==> src/rtl/bin2bcd_seq.sv <==
// Sequential double-dabble binary-to-BCD converter: one input bit per clock, start/busy/done handshake.
// Optional macro GRAY_OUT_EN adds a registered Gray-code copy of the converted value.
module bin2bcd_seq #(
   parameter int N      = 8,
   parameter int DIGITS = 3
) (
   input  logic                  clk,
   input  logic                  reset,
   input  logic                  start,
   input  logic [N-1:0]          bin,
   output logic                  busy,
   output logic                  done,
   output logic [4*DIGITS-1:0]   bcd,
   output logic                  ovf
`ifdef GRAY_OUT_EN
   ,
   output logic [N-1:0]          gray
`endif
);

   localparam int BW = 4 * DIGITS;
   localparam int CW = $clog2(N + 1);

   typedef enum logic {IDLE, SHIFT} state_t;

   state_t          state_q, state_d;
   logic [N-1:0]    sh_q, sh_d;
   logic [BW-1:0]   acc_q, acc_d, acc_adj;
   logic [CW-1:0]   cnt_q, cnt_d;
   logic            ovfacc_q, ovfacc_d;
   logic            done_q, done_d;
   logic [BW-1:0]   bcd_q, bcd_d;
   logic            ovf_q, ovf_d;
`ifdef GRAY_OUT_EN
   logic [N-1:0]    cap_q, cap_d;
   logic [N-1:0]    gray_q, gray_d;
`endif

   // Add 3 to every digit >= 5 so the following left shift carries correctly into the next digit.
   function automatic logic [BW-1:0] adjust(input logic [BW-1:0] a);
      logic [BW-1:0] r;
      r = a;
      for (int d = 0; d < DIGITS; d++) begin
         if (a[4*d +: 4] >= 4'd5)
            r[4*d +: 4] = a[4*d +: 4] + 4'd3;
      end
      return r;
   endfunction

   always_comb begin
      acc_adj  = adjust(acc_q);
      state_d  = state_q;
      sh_d     = sh_q;
      acc_d    = acc_q;
      cnt_d    = cnt_q;
      ovfacc_d = ovfacc_q;
      done_d   = 1'b0;
      bcd_d    = bcd_q;
      ovf_d    = ovf_q;
`ifdef GRAY_OUT_EN
      cap_d    = cap_q;
      gray_d   = gray_q;
`endif
      case (state_q)
         IDLE: begin
            if (start) begin
               sh_d     = bin;
               acc_d    = '0;
               ovfacc_d = 1'b0;
               cnt_d    = CW'(N);
               state_d  = SHIFT;
`ifdef GRAY_OUT_EN
               cap_d    = bin;
`endif
            end
         end
         SHIFT: begin
            // The bit leaving the top digit means the value needs more than DIGITS digits.
            acc_d    = {acc_adj[BW-2:0], sh_q[N-1]};
            sh_d     = {sh_q[N-2:0], 1'b0};
            ovfacc_d = ovfacc_q | acc_adj[BW-1];
            cnt_d    = cnt_q - CW'(1);
            if (cnt_q == CW'(1)) begin
               bcd_d   = {acc_adj[BW-2:0], sh_q[N-1]};
               ovf_d   = ovfacc_q | acc_adj[BW-1];
               done_d  = 1'b1;
               state_d = IDLE;
`ifdef GRAY_OUT_EN
               gray_d  = cap_q ^ (cap_q >> 1);
`endif
            end
         end
         default: state_d = IDLE;
      endcase
   end

   always_ff @(posedge clk) begin
      if (reset) begin
         state_q  <= IDLE;
         sh_q     <= '0;
         acc_q    <= '0;
         cnt_q    <= '0;
         ovfacc_q <= 1'b0;
         done_q   <= 1'b0;
         bcd_q    <= '0;
         ovf_q    <= 1'b0;
`ifdef GRAY_OUT_EN
         cap_q    <= '0;
         gray_q   <= '0;
`endif
      end else begin
         state_q  <= state_d;
         sh_q     <= sh_d;
         acc_q    <= acc_d;
         cnt_q    <= cnt_d;
         ovfacc_q <= ovfacc_d;
         done_q   <= done_d;
         bcd_q    <= bcd_d;
         ovf_q    <= ovf_d;
`ifdef GRAY_OUT_EN
         cap_q    <= cap_d;
         gray_q   <= gray_d;
`endif
      end
   end

   assign busy = (state_q == SHIFT);
   assign done = done_q;
   assign bcd  = bcd_q;
   assign ovf  = ovf_q;
`ifdef GRAY_OUT_EN
   assign gray = gray_q;
`endif

endmodule
==> config.mk <==
export PLATFORM = sky130hd
export DESIGN_NAME = bin2bcd_seq
export DESIGN_NICKNAME = d
export VERILOG_FILES = /design/src/rtl/bin2bcd_seq.sv
export SDC_FILE = /design/constraint.sdc
export NUM_CORES = 1
export LEC_CHECK = 0
export ABC_AREA = 1
export BUFFER_PORTS_ARGS = -buffer_cell sky130_fd_sc_hd__buf_2
export CAP_MARGIN = 40
export CORE_UTILIZATION = 25
export CTS_CLUSTER_DIAMETER = 40
export DETAILED_ROUTE_END_ITERATION = 8
export HOLD_SLACK_MARGIN = 0.03
export PLACE_DENSITY = 0.42
export SLEW_MARGIN = 20
export SYNTH_ARGS = -nofsm -noshare
export SYNTH_HDL_FRONTEND = slang
export SYNTH_SLANG_ARGS = --single-unit
==> constraint.sdc <==
create_clock -name clk -period 2.2 [get_ports clk]
set_clock_uncertainty 0.05 [all_clocks]
set_input_delay 0.44 -clock clk [delete_from_list [all_inputs] [get_ports clk]]
set_output_delay 0.44 -clock clk [all_outputs]
set_load 0.05 [all_outputs]
Word level (Yosys, flattened, before mapping)
Cells that the tools add are included.
{"block": "totals", "register_bits": 40, "elab_cells": 36, "inputBits": 11, "out_inout_bits": 15}
{"block": "op_classes", "addsub": 4, "reduce_logical": 2, "bitwise": 2, "magnitude_cmp": 3, "mux": 15, "eq_ne": 2}
{"op": "$pmux 12 s2", "n": 1}
{"op": "$mux 4", "n": 4}
{"op": "$pmux 8 s2", "n": 1}
{"op": "$add 4x2->4 const B", "n": 3}
{"op": "$ge 4x3->1 const B", "n": 3}
{"op": "$mux 12", "n": 1}
{"op": "$mux 8", "n": 1}
{"op": "$pmux 4 s2", "n": 1}
{"op": "$eq 4x1->1 const B", "n": 1}
{"op": "$mux 1", "n": 4}
{"op": "$pmux 1 s2", "n": 2}
{"op": "$sub 4x1->4 const B", "n": 1}
{"op": "$ne 2x2->1 const B", "n": 1}
{"op": "$reduce_and 2->1", "n": 1}
{"op": "$reduce_or 2->1", "n": 1}
{"op": "$not 1->1", "n": 1}
{"op": "$or 1x1->1", "n": 1}

Depth between registers and ports, before layout
{"block": "logic_depth", "ltp_word": 4, "ltp_mapped": 9, "depth_no_buf": 9}

Worst setup path after synthesis
No wires, ideal clock.
{"block": "synth_path", "path_kind": "register to register", "from": "register state_q, in the netlist busy", "to": "register bcd_q[4], in the netlist bcd[4]", "slack_ns": 0.700, "required_ns": 2.037, "t_arrival_ns": 1.337, "setup_ns": 0.113, "stages_incl_launch_ff": 7, "synth_period_minus_slack_ns": 1.500, "cell_sequence": "dfxtp_1 nand4_1 inv_1 nor2_2 buf_4 nand2_1 nand2_1"}
{"block": "synth_via", "elab_chain_cells": 1}
{"element": "start, declared", "line_no": "26", "source": "state_t state_q, state_d;"}
{"element": "start signal, assigned", "line_no": "112", "source": "state_q <= state_d;"}
{"element": "$reduce_and 2->1 (no source line)"}
{"element": "end signal, assigned", "line_no": "105", "source": "bcd_q <= '0;"}
{"element": "end signal, assigned", "line_no": "118", "source": "bcd_q <= bcd_d;"}
{"element": "end, declared", "line_no": "32", "source": "logic [BW-1:0] bcd_q, bcd_d;"}
Every way passes these cells.
A chain may end at the register's enable or synchronous reset.

Final worst setup path
{"block": "layout_path", "from": "register state_q, in the netlist busy", "to": "output port busy"}
{"element": "end, declared", "line_no": "11", "source": "output logic busy,"}
No word-level cell between the ends.

==> results_dict.tcl <==
set metrics [dict create \
    cpMaxStageDelayCell "dfxtp_1" \
    yosysMostFrequentCell "nand2_1" \
    drive_above_1_share 0.137 \
    p_int_mw 1.04 \
    initial_utilization 0.259 \
    p_clk_frac 0.370 \
    hold_violations 0 \
    cp-start-kind "flip-flop" \
    synth-seq-area-share 0.427 \
    fin_ws_ns 0.556 \
    synth_adder_area_share 0.0534 \
    clkSinkCount 40 \
    maxCapViolCount 0 \
    r2r_start "busy" \
    synthMuxAreaShare 0 \
    h-tree-depth 2 \
    n_fill_cell 827 \
    yosysWarningCount 0 \
    finalMaxSlewViolations 0 \
    post-place-ws_ns 0.585 \
    synth_xor_area_frac 0 \
    ys_top_cells_by_count "nand2_1, dfxtp_1, inv_1" \
    cts_resized 0 \
    grt_overflow 0 \
    irDropWorstVdd_mv 0.288 \
    fp.dieH_um 88.6 \
    p_sw_frac 0.255 \
    clk_path_buf_depth 2 \
    grt_pass1_vias 1537 \
    grt.total_usage 0.123 \
    ff2ff_setup_slack_ns 0.61 \
    comb_power_share 0.089 \
    num-nets-final 309 \
    r2r_end "bcd[11]" \
    postCtsSetupBuffers 0 \
    power_frac_seq 0.541 \
    synth_top_area_share 0.427 \
    drt_wl_total_um 4370 \
    die_w_um 88.6 \
    fin_area_um2 2170 \
    drt_first_pass_iters 4 \
    cp-endpoint "busy" \
    synth_cells 265 \
    ys_types 25 \
    port_buffers 25 \
    outcome "complete, no violations" \
    worstSkewPairLatency_ns 0.29 \
    max_stage_delay_ns 0.37 \
    ys_ff_latch 40 \
    setup.worst_path.class "reg2out" \
    coreArea_um2 7250 \
    routed_via_density 4.29 \
    crit_arrival_ns 1.15 \
    synth.top_cells.by_area "dfxtp_1, nand2_1, nand3_1" \
    fin_tns_setup_ns 0 \
    finish.utilization 0.299 \
    relSlewSlack 0.600 \
    grt_pass1_wl_um 7290 \
    gp_routability_congestion 0.802 \
    end_kind "primary output" \
    cts_buffers 5 \
    final-seq-area_um2 801 \
    synth_top_flop_cell "dfxtp_1" \
    worstSetupStartpoint "busy" \
    ys_async_sr_fraction 0 \
    cts_root_buf "clkbuf_8" \
    p_total_mw 1.39 \
    avgSynthCellArea_um2 7.08 \
    synth_top_family_by_area "simple AND/OR/NAND/NOR gates" \
    areaGrowthSynthToFinish_pct 15.8 \
    die_area_um2 7850 \
    clk_pin_slew_ns 0.08 \
    cp_data_required_time_ns 1.71 \
    holdCritStartpoint "bin[0]" \
    synth_compound_area_frac 0.120 \
    hold_buffers 0 \
    multi_input_area_um2 860 \
    netlist_area_um2 1880 \
    grt_max_degree 19 \
    finalCriticalPeriod_ns 1.64 \
    pin_count 26 \
    antennaDiodeCount 0 \
    grt_antenna_before_repair 0 \
    cp_cell_sequence "buf_4 > buf_2" \
    dpl.hpwl_um 3120 \
    post-route-period-util 0.747 \
    place_inst 382 \
    setup_violations 0 \
    power_leakage_nw 1.03 \
    cts_tree "done" \
    tightest_slew_ns 0.599 \
    r2r.worst_path.cells 5 \
    wl_per_cell_um 11.2 \
    fmax_mhz 608 \
    hp-class "in2reg" \
    ant_nets 0 \
    vias 1675 \
    critPathMaxFanout 10 \
    synthesis.nets 284 \
    rsz0062_at_grt "no" \
    synth_edf_count 0 \
    route.detailed.drc 0 \
    p_sw_mw 0.354 \
    p_per_area_nw_per_um2 640 \
    rows 31 \
    place_area_um2 2080 \
    stdcell_count 390 \
    drt_iter0_markers 77 \
    yosysTopAreaCell "dfxtp_1" \
    hold_slack_ns 0.371 \
    synthSimpleGateAreaFrac 0.285 \
]
[layout by cell type (no fill, tap or decap), types with 2 or more instances in the layout]
master,count
o211ai_1,2
nand3_1,33
buf_4,3
clkbuf_8,6
dfxtp_1,40
o21ai_1,3
nor2_1,9
inv_1,38
nor2_2,2
ha_1,8
buf_2,25
o21ai_0,15
nor3_1,2
nand2_1,77
a21oi_1,17
[critical path: cells and delay by family (launching register included)]
| family | cells | cell delay (ns) |
|---|---|---|
| flops | 1 | 0.37 |
| buf+inv | 2 | 0.49 |
[metal layers]
metal / global-route usage / share of wire / vias to the layer above
li1: - / - / 893
met1: 0.170 / 0.52 / 748
met2: 0.189 / 0.44 / 29
met3: 0.0261 / 0.030 / 5
met4: 0.0440 / 0.012 / 0
met5: 0 / 0 / -
[power by group through the flow]
stage | clock [mW] | sequential, mW | combinational, mW
global route | 0.578 | 0.755 | 0.143
detailed placement | 0 | 0.769 | 0.127
CTS | 0.541 | 0.753 | 0.128
floorplan | 0 | 0.775 | 0.0867
global placement | 0 | 0.769 | 0.126
finish | 0.514 | 0.752 | 0.124
[state kept, by name, summed over array words and instances, names as in the netlist]
register  cells
ovf           1
done          1
busy          1
bcd          12
ovfacc_q      1
cnt_q         4
acc_q        12
sh_q          8
[layout make-up]
| class | count | area share |
|---|---|---|
| multi-input combinational | 176 | 0.396 |
| clock inverter | 1 | 0.00346 |
| inverter | 39 | 0.0674 |
| tap | 99 | 0.0570 |
| timing repair buffer | 28 | 0.0680 |
| sequential | 40 | 0.369 |
| clock buffer | 7 | 0.0397 |
[kinds of logic after synthesis]
| family | count (synthesis) |
|---|---|
| buf+inv | 49 |
| flops | 40 |
| simple gates | 126 |
| compound gates | 42 |
| fa+ha+maj | 8 |
[worst min path at each step]
stage / to / cells after the start
final: sh_q[0] / 3
after global routing: sh_q[0] / 3
after CTS: sh_q[0] / 3
after detailed placement: cnt_q[2] / 1
after global placement: bcd[3] / 2
after floorplan: cnt_q[2] / 1
(Power assumes the default switching activity.)
